==> config.mk <==
export PLATFORM = sky130hd
export DESIGN_NAME = motor_ctrl_fsm_param
export DESIGN_NICKNAME = d
export VERILOG_FILES = /design/src/rtl/motor_ctrl_pkg.sv /design/src/rtl/seq_matcher.sv /design/src/rtl/motor_ctrl_fsm_param.sv
export SDC_FILE = /design/constraint.sdc
export NUM_CORES = 1
export LEC_CHECK = 0
export BUFFER_PORTS_ARGS = -buffer_cell sky130_fd_sc_hd__buf_2
export CELL_PAD_IN_SITES_DETAIL_PLACEMENT = 1
export CELL_PAD_IN_SITES_GLOBAL_PLACEMENT = 1
export CORE_MARGIN = 2
export CORE_UTILIZATION = 39
export CTS_CLUSTER_SIZE = 10
export DETAILED_ROUTE_END_ITERATION = 16
export PLACE_DENSITY = 0.83
export SKIP_LAST_GASP = 1
export SYNTH_ARGS = -nofsm -noshare
export SYNTH_HDL_FRONTEND = slang
export SYNTH_SLANG_ARGS = --single-unit
export TNS_END_PERCENT = 1
==> constraint.sdc <==
create_clock -name clk -period 1.33 [get_ports clk]
set_clock_uncertainty 0.05 [all_clocks]
set_input_delay 0.266 -clock clk [delete_from_list [all_inputs] [get_ports clk]]
set_output_delay 0.266 -clock clk [all_outputs]
set_load 0.1 [all_outputs]
==> src/rtl/motor_ctrl_pkg.sv <==
// Purpose: shared state encoding and width helpers for the motor controller FSM.
// Latency: n/a (types and functions only).
// Backpressure: n/a.
package motor_ctrl_pkg;

    // Controller states, 3-bit encoding; codes 6 and 7 are unreachable.
    typedef enum logic [2:0] {
        S_IDLE   = 3'd0,
        S_FPULSE = 3'd1,
        S_SEARCH = 3'd2,
        S_GWAIT  = 3'd3,
        S_PASS   = 3'd4,
        S_FAIL   = 3'd5
    } state_t;

    // Bits needed to hold the values 0..max_val.
    function automatic int cnt_width(input int max_val);
        return (max_val < 1) ? 1 : $clog2(max_val + 1);
    endfunction

    // True when pat has no bits set at or above position len.
    function automatic bit pattern_fits(input logic [31:0] pat, input int len);
        return (len >= 32) ? 1'b1 : ((pat >> len) == 32'd0);
    endfunction

endpackage

==> src/rtl/seq_matcher.sv <==
// Purpose: serial pattern detector; shifts x into a history and flags a full-length match.
// Latency: match is combinational on the bit being sampled this cycle.
// Backpressure: none; x is consumed every cycle en is high.
module seq_matcher
    import motor_ctrl_pkg::*;
#(
    parameter int          PAT_LEN = 3,
    parameter logic [31:0] PATTERN = 32'b101
) (
    input  logic clk,
    input  logic resetn,
    input  logic clr,
    input  logic en,
    input  logic x,
    output logic match
);

    localparam int                 HCW     = cnt_width(PAT_LEN);
    localparam logic [HCW-1:0]     HC_FULL = HCW'(PAT_LEN);
    localparam logic [HCW-1:0]     HC_NEAR = HCW'(PAT_LEN - 1);
    localparam logic [PAT_LEN-1:0] PAT     = PATTERN[PAT_LEN-1:0];

    logic [PAT_LEN-1:0] r_hist;
    logic [HCW-1:0]     r_hcnt;
    logic [PAT_LEN-1:0] w_hist_next;

    // History as it will be after this cycle's bit is shifted in (MSB = oldest).
    generate
        if (PAT_LEN == 1) begin : g_single
            assign w_hist_next = x;
        end else begin : g_multi
            assign w_hist_next = {r_hist[PAT_LEN-2:0], x};
        end
    endgenerate

    // A match needs a full window of bits gathered since the last clear.
    assign match = en & (r_hcnt >= HC_NEAR) & (w_hist_next == PAT);

    // History and saturating bit count; clr discards anything seen before.
    always_ff @(posedge clk or negedge resetn) begin
        if (!resetn) begin
            r_hist <= '0;
            r_hcnt <= '0;
        end else if (clr) begin
            r_hist <= '0;
            r_hcnt <= '0;
        end else if (en) begin
            r_hist <= w_hist_next;
            if (r_hcnt != HC_FULL) begin
                r_hcnt <= r_hcnt + 1'b1;
            end
        end
    end

endmodule

==> src/rtl/motor_ctrl_fsm_param.sv <==
// Purpose: start pulse, serial pattern search, timed y response, sticky pass/fail.
// Latency: g rises the cycle after the last pattern bit; pass/fail the cycle after y/timeout.
// Backpressure: none; x, y and rearm are sampled every cycle, rearm wins over everything.
module motor_ctrl_fsm_param
    import motor_ctrl_pkg::*;
#(
    parameter int          PAT_LEN  = 3,
    parameter logic [31:0] PATTERN  = 32'b101,
    parameter int          Y_WINDOW = 2,
    parameter int          F_CYCLES = 1
) (
    input  logic clk,
    input  logic resetn,
    input  logic x,
    input  logic y,
    input  logic rearm,
    output logic f,
    output logic g,
    output logic pass,
    output logic fail,
    output logic busy
);

    localparam int             FCW    = cnt_width(F_CYCLES);
    localparam int             WCW    = cnt_width(Y_WINDOW);
    localparam logic [FCW-1:0] F_LAST = FCW'(F_CYCLES - 1);
    localparam logic [WCW-1:0] W_LAST = WCW'(Y_WINDOW - 1);

    // Reject parameter sets the datapath cannot represent.
    generate
        if (PAT_LEN < 1 || PAT_LEN > 16) begin : g_bad_len
            $error("motor_ctrl_fsm_param: PAT_LEN must be in 1..16");
        end
        if (Y_WINDOW < 1 || F_CYCLES < 1) begin : g_bad_cnt
            $error("motor_ctrl_fsm_param: Y_WINDOW and F_CYCLES must be >= 1");
        end
        if (!pattern_fits(PATTERN, PAT_LEN)) begin : g_bad_pat
            $error("motor_ctrl_fsm_param: PATTERN wider than PAT_LEN");
        end
    endgenerate

    state_t         r_state;
    state_t         w_state_nxt;
    logic [FCW-1:0] r_fcnt;
    logic [WCW-1:0] r_wcnt;
    logic           w_match;
    logic           w_clr;
    logic           w_en;

    seq_matcher #(
        .PAT_LEN (PAT_LEN),
        .PATTERN (PATTERN)
    ) u_matcher (
        .clk    (clk),
        .resetn (resetn),
        .clr    (w_clr),
        .en     (w_en),
        .x      (x),
        .match  (w_match)
    );

    // State register; reset lands in IDLE without waiting for a clock.
    always_ff @(posedge clk or negedge resetn) begin
        if (!resetn) begin
            r_state <= S_IDLE;
        end else begin
            r_state <= w_state_nxt;
        end
    end

    // Pulse and window counters run only in their own state and sit at zero otherwise,
    // so each state is always entered with a fresh count.
    always_ff @(posedge clk or negedge resetn) begin
        if (!resetn) begin
            r_fcnt <= '0;
            r_wcnt <= '0;
        end else begin
            r_fcnt <= (r_state == S_FPULSE) ? r_fcnt + 1'b1 : '0;
            r_wcnt <= (r_state == S_GWAIT)  ? r_wcnt + 1'b1 : '0;
        end
    end

    // Next-state selection and Moore output decode of the registered state.
    always_comb begin
        w_state_nxt = r_state;
        f           = 1'b0;
        g           = 1'b0;
        pass        = 1'b0;
        fail        = 1'b0;
        busy        = 1'b0;
        w_en        = 1'b0;
        w_clr       = 1'b1;

        case (r_state)
            S_IDLE: begin
                w_state_nxt = S_FPULSE;
            end
            S_FPULSE: begin
                f    = 1'b1;
                busy = 1'b1;
                if (r_fcnt == F_LAST) begin
                    w_state_nxt = S_SEARCH;
                end
            end
            S_SEARCH: begin
                busy  = 1'b1;
                w_en  = 1'b1;
                w_clr = 1'b0;
                if (w_match) begin
                    w_state_nxt = S_GWAIT;
                end
            end
            S_GWAIT: begin
                g    = 1'b1;
                busy = 1'b1;
                if (y) begin
                    w_state_nxt = S_PASS;
                end else if (r_wcnt == W_LAST) begin
                    w_state_nxt = S_FAIL;
                end
            end
            S_PASS: begin
                g    = 1'b1;
                pass = 1'b1;
            end
            S_FAIL: begin
                fail = 1'b1;
            end
            default: begin
                w_state_nxt = S_IDLE;
            end
        endcase

        if (rearm) begin
            w_state_nxt = S_IDLE;
        end
    end

endmodule

* Yosys cells after proc, flatten, opt, wreduce, memory -nomap -nowiden
Cells that the tools add are included.
Widths: inputs -> output; s select.
** Operators by class
- Add/sub/neg operators :: 3
- $lt $le $gt $ge :: 1
- Eq/ne operators :: 14
- Multiplexer cells :: 19
- Bitwise gates (word level) :: 2
- Reductions and logical operators :: 6
** Operator list (number)
- $mux 3 :: 5
- $pmux 3 s5 :: 1
- $mux 2 :: 6
- $eq 3x3->1 const B :: 3
- $mux 1 :: 7
- $eq 3x2->1 const B :: 2
- $ne 2x1->1 const B :: 3
- $add 2x1->2 const B :: 2
- $ne 4x3->1 const B :: 1
- $reduce_and 4->1 :: 1
- $reduce_or 2->1 :: 2
- $eq 3x1->1 const B :: 1
- $logic_not 3->1 :: 1
- $ne 3x2->1 const B :: 1
- $ne 3x3->1 const B :: 1
- $reduce_or 3->1 :: 1
- $and 1x1->1 :: 2
- $eq 2x1->1 const B :: 1
- $ge 2x2->1 const B :: 1
- $ne 2x2->1 const B :: 1
- $reduce_and 2->1 :: 1
- $add 1x1->1 const B :: 1
** Storage, ports and cells
- Flip-flop bits (word level) :: 10
- Input bits :: 5
- Output and inout port bits :: 5
- Word-level logic and storage cells :: 50

* Logic depth before layout (Yosys ltp)
- Word-level depth :: 7
- Mapped depth :: 5

* Hierarchy
From an unflattened synthesis, not the netlist that was laid out.
** Unflattened totals
- Cells, all modules :: 61
- Area, all modules :: 600.6 µm²
** By module, submodules not included
- motor_ctrl_fsm_param :: times used 1, cells an instance 40, area each 366.6 µm², seq. area each 150.1 µm²
- seq_matcher :: times used 1, cells an instance 21, area each 234.0 µm², seq. area each 100.1 µm²

* Worst setup path before layout
No wires, ideal clock.
- Kind :: reg-to-output
- Start point :: reg r_state[1]
- End point :: out g
- Arrival time :: 2.773 ns
- Data required time :: 1.014 ns
- Slack :: -1.759 ns
- Cell stages (with the launch flop) :: 5
- Buffers on the path :: 1
- Cell sequence :: dfrtp_1 -> buf_4 -> inv_1 -> nand2_1 -> o21ai_0
** On the way
- Cells in the longest elaborated chain, start to end :: 3
- Elaborated cells on any way between the ends :: 4
- Those cells by class :: 2 x eq/ne; 1 x mux; 1 x reduce/logical
** Ends and longest elaborated chain
- start: declaration :: RTL line motor_ctrl_fsm_param.sv:42 : state_t r_state;
- start signal: assignment :: RTL line motor_ctrl_fsm_param.sv:67 : r_state <= w_state_nxt;
- $eq 3x2->1 or $eq 3x3->1 (tied branches) :: RTL line motor_ctrl_fsm_param.sv:94 : case (r_state)
- $reduce_or 2->1 (no source line) (*)
- $mux 1 (*) :: RTL line motor_ctrl_fsm_param.sv:94
- end: declaration :: RTL line motor_ctrl_fsm_param.sv:18 : output logic g,
Mark *: on every way between the ends. The rest lies on a longest branch, timed or not.

* Worst setup path in the final report
- Start point :: reg r_state[2]
- End point :: out g
Same word-level chain as after synthesis.

==> results.py <==
metrics = {
    "floorplanning": {
        "rows": 13,
        "initial_core_util": 0.417,
        "die_y_um": 41.3,
        "die_area_mm2": 0.00171,
        "coreArea_mm2": 0.00130,
        "die_x_um": 41.3,
        "io_pins": 10,
    },
    "yosys": {
        "synth.area.top_cells": "dfrtp_1, ha_1, nor2_1",
        "synth_largest_area_cell": "dfrtp_1",
        "synthesis.nets": 61,
        "synth_top_area_share": 0.461,
        "synth_ff_type": "dfrtp_1",
        "synthSimpleGateAreaFrac": 0.242,
        "synth_xor_area_frac": 0.0161,
        "ys_async_sr_fraction": 1.00,
        "synthMuxAreaShare": 0,
        "synth_compound_area_frac": 0.141,
        "yosysWarnings": 0,
        "synth.avg_cell_area_um2": 10.2,
        "syn_area_um2": 543,
        "synth_top_family_by_area": "simple AND/OR/NAND/NOR gates",
        "synth_edf_count": 0,
        "synthCells": 53,
        "ys_types": 26,
        "synthAdderAreaFrac": 0.0691,
        "seq_area_frac_synth": 0.461,
        "synth_seq_cells": 10,
    },
    "route": {
        "ant_nets": 0,
        "viasPerCell": 5.65,
        "drc": 0,
        "num_vias": 525,
        "post_drt_wl_per_cell_um": 20.8,
        "wl_um": 1930,
        "drt_pass1_iterations": 4,
        "drt_iter0_markers": 5,
    },
    "clock_network": {
        "tritoncts": "done",
        "ctsLongestPathBuffers": 2,
        "clock_sinks": 10,
        "clkTransAtPathRegs_ps": 70,
        "numCtsBuffers": 3,
        "clock_latency_ps": 290,
        "cts_root_buf": "clkbuf_4",
        "htree_levels": 1,
    },
    "sta": {
        "tightest_slew_ps": 271,
        "setup_slack_ps": -292,
        "fin_crit_ps": 1620,
        "hold_viol": 0,
        "max_slew_margin": 0.818,
        "min_period_over_period": 1.22,
        "setup_violations": 7,
        "slew_violations": 0,
        "clock.fmax_mhz": 617,
        "rsz0062_at_grt": "true",
        "final.setup.tns_ps": -1190,
    },
    "cells_and_area": {
        "fillCellCount": 141,
        "nets": 87,
        "drive_above_1_share": 0.526,
        "antenna_cells": 0,
        "area_growth_pct": 59.4,
        "layout.cells.non_filler": 93,
    },
    "worst_setup_path": {
        "cpPeakStageDelay_ps": 440,
        "cp_slowest_cell": "dfrtp_2",
        "cp.required_ps": 1010,
        "crit_chain": "nand3b_1, o21ai_4, buf_12",
        "worstSetupPathType": "reg2out",
        "cp-start-kind": "flop",
        "crit_path_end_kind": "primary output",
        "arrival_ps": 1310,
        "cp_num_buf_inv": 1,
        "critPathTopFamily": "flip-flops",
        "cp_max_fo": 5,
    },
    "placed_design": {
        "portBuffers": 9,
        "hpwl_um": 1030,
        "gp_congestion": 0.828,
        "dpl.cell_count": 81,
    },
    "global_route": {
        "globalRouteTotalUtil": 0.246,
        "grt_pass1_vias": 553,
        "antenna_found_initial": 0,
        "grt_pass1_wl_um": 2540,
        "grt_max_degree": 11,
        "grt_overflow_total": 0,
    },
    "pwr": {
        "peakVddDrop_mv": 1.62,
        "p_per_area_mw_per_mm2": 2360,
        "finalPower_mw": 2.04,
        "leakage_nw": 0.396,
    },
    "job": {
        "maxCapViolCount": 0,
    },
    "status": {
        "status": "finished with violations",
        "violations": "setup timing",
    },
    "min_path": {
        "hp-class": "in2reg",
    },
}
synth_stat cells (all sizes together) (2+ instances only):
library cell	instances
dfrtp	10
nor2	9
inv	4
nor3	4
buf	3
ha	3
a21oi	2
nand2b	2
nand3b	2
nor3b	2
o21ai	2
worst paths after layout:
| kind | start | end | slack [ps] | cells after the start |
|---|---|---|---|---|
| max in group asynchronous | resetn | r_state[1]$_DFFE_PN0P_ | 690 | 2 |
| min in group asynchronous | resetn | r_wcnt[1]$_DFF_PN0_ | 320 | 2 |
| min reg2reg | r_wcnt[0]$_DFF_PN0_ | r_wcnt[0]$_DFF_PN0_ | 450 | 1 |
| max | r_state[2]$_DFFE_PN0P_ | g | -290 | 3 |
| max reg2reg | r_state[0]$_DFFE_PN0P_ | r_state[0]$_DFFE_PN0P_ | -40 | 4 |
| min | rearm | r_state[2]$_DFFE_PN0P_ | 150 | 2 |
per-layer routing:
metal,part of all wire,vias to the layer above,track usage
met4,0.032,0,0.161
li1,-,238,-
met2,0.54,16,0.426
met3,0.039,6,0.0745
met5,0,-,0
met1,0.39,265,0.254
cell type report:
type,count,area [µm²],area share
inverter,4,17.5,0.0202
timing repair buffer,24,235,0.272
multi-input combinational,36,304,0.351
sequential,10,254,0.293
tap,15,18.8,0.0217
clock buffer,4,36.3,0.0419
layout by cell type, fill, tap and decap left out, types with 2 or more instances in the layout:
cell type / instances
buf_2: 4
dfrtp_2: 3
dfrtp_1: 7
nor2_4: 3
inv_1: 3
nor3b_1: 2
buf_12: 5
nor3_1: 4
nand2b_4: 2
nand3b_1: 2
nor2_1: 6
clkbuf_4: 3
ha_1: 3
buf_4: 14
registers in the layout, summed over array words and instances, names as in the netlist:
name	count
r_state	3
r_wcnt	2
u_matcher.r_hist	2
u_matcher.r_hcnt	2
r_fcnt	1
through the flow:
stage	hold slack (ps)	util	worst slack (ps)	instance area, µm²
after floorplan	-79.6	-	-164	594
after global placement	86.9	0.581	-1.89	756
after detailed placement	90.5	0.581	-24.6	756
after CTS	141	0.641	-259	835
after global routing	154	0.665	-320	866
final	148	0.665	-292	866
power breakdown:
part | leakage [nW] | switching [mW] | internal [mW]
sequential | 0.132 | 0.101 | 0.374
clock | 0.0210 | 0.131 | 0.167
combinational | 0.244 | 0.742 | 0.529
logic make-up (layout without fill, tap and decap cells):
logic type / count (synthesis) / in the layout
adders and majority gates: 3 / 3
and+or+nand+nor: 23 / 23
AOI/OAI and AO/OA: 9 / 9
xor gates and xnor gates: 1 / 1
buffers and inverters: 7 / 32
DFF: 10 / 10
repair_timing:
item,CTS,global route
hold buffers,1,0
endpoints found under the hold margin,10,0
cloned,0,0
setup buffers,4,3
endpoints found under the setup margin,6,6
gates resized for setup,2,2
Note: power is estimated with default switching activity, not from simulation.
